## src/rtl/rx_dcm_lock_ctrl.sv

```systemverilog
// rx_dcm_lock_ctrl
// Supervises the receive DCM. It pulses the DCM reset, qualifies LOCKED
// through a 2-flop synchronizer, and releases the RX engine reset only after
// a sustained lock. It detects loss of lock and retries on lock timeout.
// All logic runs on the free-running rxclk_in. This keeps supervision alive
// while the DCM output clocks are absent.
//
// Ports
//   rxclk_in     : free-running reference clock (only clock domain)
//   reset        : async active-low block reset
//   locked       : DCM LOCKED, asynchronous to rxclk_in
//   force_relock : 1-cycle request to restart the DCM
//   clear_stats  : 1-cycle synchronous clear of both statistics counters
//   dcm_rst      : active-high DCM reset
//   engine_rst   : active-high RX engine reset (registered)
//   rx_ready     : lock qualified, always !engine_rst
//   retry_cnt    : lock timeouts, saturating
//   loss_cnt     : losses of lock while running, saturating
module rx_dcm_lock_ctrl #(
  parameter int LOCK_STABLE_CYCLES = 1024,
  parameter int LOCK_TIMEOUT       = 65535,
  parameter int DCM_RST_CYCLES     = 8,
  parameter int CNT_W              = 8
) (
  input  logic             rxclk_in,
  input  logic             reset,
  input  logic             locked,
  input  logic             force_relock,
  input  logic             clear_stats,
  output logic             dcm_rst,
  output logic             engine_rst,
  output logic             rx_ready,
  output logic [CNT_W-1:0] retry_cnt,
  output logic [CNT_W-1:0] loss_cnt
);

  // One shared timer serves every state. It must hold values 0..max-1.
  localparam int MAX_A = (LOCK_TIMEOUT > LOCK_STABLE_CYCLES) ? LOCK_TIMEOUT : LOCK_STABLE_CYCLES;
  localparam int MAX_T = (MAX_A > DCM_RST_CYCLES) ? MAX_A : DCM_RST_CYCLES;
  localparam int TW    = $clog2(MAX_T);

  localparam logic [TW-1:0] RST_LAST    = TW'(DCM_RST_CYCLES - 1);
  localparam logic [TW-1:0] TMO_LAST    = TW'(LOCK_TIMEOUT - 1);
  localparam logic [TW-1:0] STABLE_LAST = TW'(LOCK_STABLE_CYCLES - 1);

  localparam logic [1:0] S_DCM_RST   = 2'd0;
  localparam logic [1:0] S_WAIT_LOCK = 2'd1;
  localparam logic [1:0] S_STABLE    = 2'd2;
  localparam logic [1:0] S_RUN       = 2'd3;

  logic [1:0]       state_q, state_d;
  logic [TW-1:0]    tmr_q, tmr_d;
  logic             sync1_q, locked_s_q;
  logic             engine_rst_q, engine_rst_d;
  logic [CNT_W-1:0] retry_cnt_q, retry_cnt_d;
  logic [CNT_W-1:0] loss_cnt_q, loss_cnt_d;
  logic             retry_ev, loss_ev;

  always_comb begin
    state_d  = state_q;
    tmr_d    = tmr_q + TW'(1);
    retry_ev = 1'b0;
    loss_ev  = 1'b0;
    case (state_q)
      S_DCM_RST: begin
        // force_relock restarts the pulse, so dcm_rst is stretched.
        if (force_relock)          tmr_d = '0;
        else if (tmr_q == RST_LAST) begin
          state_d = S_WAIT_LOCK;
          tmr_d   = '0;
        end
      end
      S_WAIT_LOCK: begin
        if (force_relock) begin
          state_d = S_DCM_RST;
          tmr_d   = '0;
        end else if (locked_s_q) begin
          state_d = S_STABLE;
          tmr_d   = '0;
        end else if (tmr_q == TMO_LAST) begin
          state_d  = S_DCM_RST;
          tmr_d    = '0;
          retry_ev = 1'b1;
        end
      end
      S_STABLE: begin
        // A dropout sends us back to WAIT_LOCK with a fresh timeout. This is
        // not counted as a retry.
        if (force_relock || !locked_s_q) begin
          state_d = force_relock ? S_DCM_RST : S_WAIT_LOCK;
          tmr_d   = '0;
        end else if (tmr_q == STABLE_LAST) begin
          state_d = S_RUN;
          tmr_d   = '0;
        end
      end
      default: begin  // S_RUN
        tmr_d = '0;
        if (force_relock) begin
          state_d = S_DCM_RST;
        end else if (!locked_s_q) begin
          state_d = S_DCM_RST;
          loss_ev = 1'b1;
        end
      end
    endcase
  end

  // engine_rst is computed from the next state. It therefore changes on the
  // same edge that enters or leaves RUN.
  always_comb begin
    engine_rst_d = (state_d != S_RUN);
    retry_cnt_d  = retry_cnt_q;
    loss_cnt_d   = loss_cnt_q;
    if (clear_stats) begin
      retry_cnt_d = '0;
      loss_cnt_d  = '0;
    end else begin
      if (retry_ev && !(&retry_cnt_q)) retry_cnt_d = retry_cnt_q + CNT_W'(1);
      if (loss_ev  && !(&loss_cnt_q))  loss_cnt_d  = loss_cnt_q + CNT_W'(1);
    end
  end

  always_ff @(posedge rxclk_in or negedge reset) begin
    if (!reset) begin
      state_q      <= S_DCM_RST;
      tmr_q        <= '0;
      sync1_q      <= 1'b0;
      locked_s_q   <= 1'b0;
      engine_rst_q <= 1'b1;
      retry_cnt_q  <= '0;
      loss_cnt_q   <= '0;
    end else begin
      state_q      <= state_d;
      tmr_q        <= tmr_d;
      sync1_q      <= locked;
      locked_s_q   <= sync1_q;
      engine_rst_q <= engine_rst_d;
      retry_cnt_q  <= retry_cnt_d;
      loss_cnt_q   <= loss_cnt_d;
    end
  end

  // dcm_rst is decoded straight from the state flop. An async reset therefore
  // re-asserts it at once.
  assign dcm_rst    = (state_q == S_DCM_RST);
  assign engine_rst = engine_rst_q;
  assign rx_ready   = !engine_rst_q;
  assign retry_cnt  = retry_cnt_q;
  assign loss_cnt   = loss_cnt_q;

endmodule

```

## config.mk

```make
export PLATFORM = sky130hd
export DESIGN_NAME = rx_dcm_lock_ctrl
export DESIGN_NICKNAME = d
export VERILOG_FILES = /design/src/rtl/rx_dcm_lock_ctrl.sv
export SDC_FILE = /design/constraint.sdc
export NUM_CORES = 1
export LEC_CHECK = 0
export BUFFER_PORTS_ARGS = -buffer_cell sky130_fd_sc_hd__buf_4
export CORE_MARGIN = 1
export CORE_UTILIZATION = 41
export DETAILED_ROUTE_END_ITERATION = 7
export PLACE_DENSITY_LB_ADDON = 0.3
export SLEW_MARGIN = 10
export SYNTH_ARGS = -nofsm -noshare
export SYNTH_HDL_FRONTEND = slang
export SYNTH_SLANG_ARGS = --single-unit
```

## constraint.sdc

```tcl
create_clock -name rxclk_in -period 1.85 [get_ports rxclk_in]
set_clock_uncertainty 0.1 [all_clocks]
set_input_delay 0.185 -clock rxclk_in [delete_from_list [all_inputs] [get_ports rxclk_in]]
set_output_delay 0.185 -clock rxclk_in [all_outputs]
set_load 0.05 [all_outputs]
```

======== After elaboration in Yosys (flattened, before gate mapping) ========
Index checks and enable logic that the tools add are counted.
word-level totals
  register bits ........................... 37
  bits of input ports ..................... 5
  output and inout port bits .............. 19
  logic and storage cells ................. 59
operators by class
  add/sub/neg operators ................... 3
  eq/ne operators ......................... 6
  multiplexer cells ....................... 30
  reduce and logical (&&, ||, !) cells .... 13
operators by type and width
  operator               count
  $mux 16                7
  $pmux 16 s3            1
  $mux 8                 4
  $mux 2                 9
  $add 16x1->16 const B  1
  $add 8x1->8 const B    2
  $eq 16x10->1 const B   1
  $eq 16x16->1 const B   1
  $eq 16x3->1 const B    1
  $reduce_and 8->1       2
  $mux 1                 8
  $pmux 2 s3             1
  $logic_not 1->1        4
  $reduce_bool 2->1      2
  $reduce_or 3->1        1
  $eq 2x1->1 const B     1
  $eq 2x2->1 const B     1
  $logic_and 1x1->1      2
  $logic_not 2->1        1
  $ne 2x2->1 const B     1
  $logic_or 1x1->1       1

======== Longest topological paths before layout ========
  word-level depth ........................ 8
  gate-level depth with buffers ........... 8
  gate-level depth less buffers ........... 6

======== Least setup slack after synthesis ========
No wires, ideal clock.
  kind .................................... register to register
  start ................................... register retry_cnt_q[0] (netlist: retry_cnt[0])
  end ..................................... register retry_cnt_q[7] (netlist: retry_cnt[7])
  library setup time ...................... 0.125 ns
  data arrival time ....................... 1.921 ns
  data required time ...................... 1.625 ns
  path slack .............................. -0.296 ns
  stages on the path, launching flop included .. 7
  path buffers ............................ 1
  period minus slack after synthesis ...... 2.146 ns
  path through ............................ dfrtp_1 -> ha_1 -> nand3_1 -> o21ai_0 -> clkbuf_8 -> nor3_1 -> mux2_2
between the ends
  word-level cells in the longest chain between the ends .. 4
  elaborated cells between the ends (all ways) .. 7
  classes of those cells .................. 1 x add/sub; 2 x mux; 4 x reduce/logical
ends and longest elaborated chain
  element                                                              line  RTL
  start: declaration                                                   55    logic [CNT_W-1:0] retry_cnt_q, retry_cnt_d;
  start signal: assignment                                             139   retry_cnt_q <= retry_cnt_d;
  parallel branches: the longest is 4 deep, another holds $add 8x1->8  --
Several ways; the timed one is not identified. The select of a mux whose other input is x is not followed.
A chain may end at the register's enable or synchronous reset.

======== Worst setup path after layout ========
  start ................................... register tmr_q[12]
  end ..................................... register retry_cnt_q[5] (netlist: retry_cnt[5])
between the ends
  word-level cells in the longest chain between the ends .. 7
ends and longest elaborated chain
  element                      line  RTL
  start: declaration           52    logic [TW-1:0] tmr_q, tmr_d;
  start signal: assignment     135   tmr_q <= tmr_d;
  $eq 16x16->1                 80    end else if (tmr_q == TMO_LAST) begin
  $mux 1                       80
  $mux 1                       77    end else if (locked_s_q) begin
  $mux 1                       74    if (force_relock) begin
  $mux 1                       64    case (state_q)
  $logic_and 1x1->1            119   if (retry_ev && !(&retry_cnt_q)) retry_cnt_d = retry_cnt_q + CNT_W'(1);
  $reduce_bool 2->1 (no line)  --
Every way passes these cells.

==> flow_summary.json <==
{
  "via_per_inst": 5.42,
  "outcome": "complete, no violations",
  "comb_power_share_pct": 4.7,
  "crit_type": "register to register",
  "fin_cells": 316,
  "n_antenna_cell": 0,
  "cp_num_buf_inv": 0,
  "pin_count": 24,
  "clock-root-buffer": "clkbuf_8",
  "remaining_drc_errors": 0,
  "wire_per_inst_um": 13.9,
  "fmax_mhz": 559,
  "fillers": 421,
  "synth_commonest_cells": "dfrtp_1, a21oi_1, nand3_1, xor2_1",
  "dr_total_vias": 1712,
  "pwr-share-clk_pct": 45.0,
  "die_h_um": 72.3,
  "power_density_nw_per_um2": 626,
  "synth-edff-count": 0,
  "setup_viol": 0,
  "syn_area_per_cell_um2": 10.2,
  "clk-insertion-delay-late_ns": 0.29,
  "multi_input_area_um2": 1060,
  "pwr-share-seq_pct": 50.3,
  "h-tree-depth": 2,
  "synth.top_cell.area_share_pct": 44.5,
  "numCtsBuffers": 5,
  "start_util_pct": 42.9,
  "drt_iter0_drc": 135,
  "min_period_over_period_pct": 96.7,
  "synth_top_area_cell": "dfrtp_1",
  "syn-num-nets": 208,
  "fin_tns_setup_ns": 0,
  "whs_endpoint": "state_q[1]",
  "total_power_w": 0.00164,
  "maxCapViolCount": 0,
  "ir_worst_vdd_mv": 0.332,
  "tightest_slew_ns": 0.469,
  "crit_path_max_incr_delay_ns": 0.54,
  "p_sw_w": 0.000355,
  "slew_headroom_pct": 68.8,
  "hpwl_mm": 2.88,
  "startpoint_type": "register",
  "dp_cells": 302,
  "critPathSlowestCell": "or4_4",
  "dr.pass1.iters": 4,
  "leakagePower_nw": 1.12,
  "end_kind": "register",
  "fp.dieArea_um2": 5230,
  "r2r_slack_ns": 0.06,
  "grt_usage_pct": 18.4,
  "arrival_ns": 1.92,
  "layout.nets": 257,
  "synthArstFlopShare_pct": 100,
  "r2r-end": "retry_cnt[5]",
  "rows": 25,
  "ys_ff_latch": 37,
  "crit_required_ns": 1.98,
  "antenna_found_initial": 0,
  "crit_family": "simple AND/OR/NAND/NOR gates",
  "syn_to_final_growth_pct": 29.2,
  "clkTransAtPathRegs_ns": 0.08,
  "clock_sinks": 37,
  "synthTopCellsByArea": "dfrtp_1, a21oi_1, xor2_1, nand3_1, o31ai_1",
  "ys_warn_count": 0,
  "grt_pass1_wl_mm": 7.47,
  "portBuffers": 23,
  "core-area_um2": 4720,
  "grt_max_degree": 38,
  "r2r_cells": 4,
  "intPower_w": 0.00128,
  "overflow": 0,
  "worstPathCellList": "and4_2 -> nand4_4 -> or4_4 -> a21oi_2",
  "period_minus_slack_ns": 1.79,
  "grt_pass1_vias": 1677,
  "die_w_um": 72.3,
  "synth.distinct_cells": 46,
  "switching_share_pct": 21.6,
  "rsz0062_at_grt": "true",
  "tritoncts": "done",
  "hp-start": "force_relock",
  "path_max_fanout": 7,
  "syn_inst": 199,
  "synth_flop_cell": "dfrtp_1",
  "ant_nets": 0,
  "ctsLongestPathBuffers": 2,
  "finalHoldViolations": 0,
  "min_path_type": "input port to register",
  "synth_most_common_cell": "dfrtp_1",
  "seq_area_um2": 937,
  "slew_violations": 0,
  "rr_startpoint": "tmr_q[12]",
  "syn_area_um2": 2030,
  "drive_gt1_share_pct": 36.5,
  "gp_congestion": 0.769,
  "whs_path_depth": 2,
  "synth_seq_area_share_pct": 45.8,
  "wl_mm": 4.38
}
## metal layers
layer | track usage [%] | wire (um) | vias to the layer above
met1 | 25.6 | 2100 | 828
met4 | 8.06 | 52 | 0
li1 | - | - | 842
met5 | 0 | 0 | -
met3 | 3.47 | 157 | 4
met2 | 28.0 | 2070 | 38
## power groups by stage
stage	Clock, W	Sequential (W)	Combinational, W
floorplan	0	0.000839	0.0000363
global placement	0	0.000839	0.0000738
detailed placement	0	0.000839	0.0000743
CTS	0.000756	0.000823	0.0000774
global route	0.000789	0.000824	0.0000879
finish	0.000737	0.000824	0.0000773
## cell usage in the layout, fill, tap and decap left out, drive strengths merged, types with 2 or more instances in the layout
cell and count:
o21ai 9, nand4 11, nor2 4, nor4 2, nor2b 2, nor4b 2, and3 4, and2 3
or3 7, a22oi 3, nor3b 2, ha 4, buf 50, a21oi 27, or4 7, xnor2 2
dfrtp 36, xor2 12, inv 6, nand2 10, nor3 2, clkbuf 6, nand3 12, o31ai 8
dlygate4sd3 2, and4 4
## worst max-delay path by stage
stage | startpoint | to | slack [ns] | cells past startpoint
floorplan | retry_cnt[0] | retry_cnt[7] | -0.0001 | 6
global placement | tmr_q[0] | retry_cnt[5] | 0.03 | 6
detailed placement | tmr_q[0] | retry_cnt[5] | -0.003 | 6
CTS | tmr_q[12] | tmr_q[13] | 0.006 | 5
global route | tmr_q[0] | retry_cnt[4] | -0.02 | 6
finish | tmr_q[12] | retry_cnt[5] | 0.06 | 4
## timing repair
action,in CTS,in global routing
gates cloned,0,1
endpoints found under the hold margin,37,0
setup buffers,0,3
hold buffers,2,0
pin swaps,1,7
resized for setup,0,17
setup endpoints to repair,4,26
## per-stage QoR
step	setup slack [ns]	hold WS [ns]	instance area (um2)	utilization, %
2_1_floorplan	-0.000120	-0.211	2040	-
3_3_place_gp	0.0261	0.0834	2370	50.2
4_1_cts	0.00596	0.00484	2510	53.2
3_5_place_dp	-0.00318	0.0810	2370	50.2
6_report	0.0619	0.00312	2620	55.4
5_1_grt	-0.0179	0.00643	2620	55.4
## cell type report
class,count,area share (%)
multi-input combinational,146,40.4
tap,67,3.20
inverter,6,0.861
clock inverter,2,1.43
clock buffer,6,3.16
sequential,37,35.8
timing repair buffer,52,15.1
## flip-flops by register name, summed over array words and instances, names as in the netlist
register    cells
tmr_q          16
loss_cnt        8
retry_cnt       8
state_q         2
engine_rst      1
locked_s_q      1
sync1_q         1
## cell families (layout without fill, tap and decap cells)
group / after synthesis / count (layout) / synth area share (%)
AO/OA/AOI/OAI: 50 / 50 / 14.4
multiplexers: 2 / 2 / 1.05
AND/OR/NAND/NOR: 75 / 76 / 24.3
adder cells (fa/ha/maj): 4 / 4 / 2.47
flip-flops: 37 / 37 / 45.8
XOR/XNOR: 14 / 14 / 6.05
buffers and inverters: 17 / 66 / 5.99
Note: power is estimated with default switching activity, not from simulation.
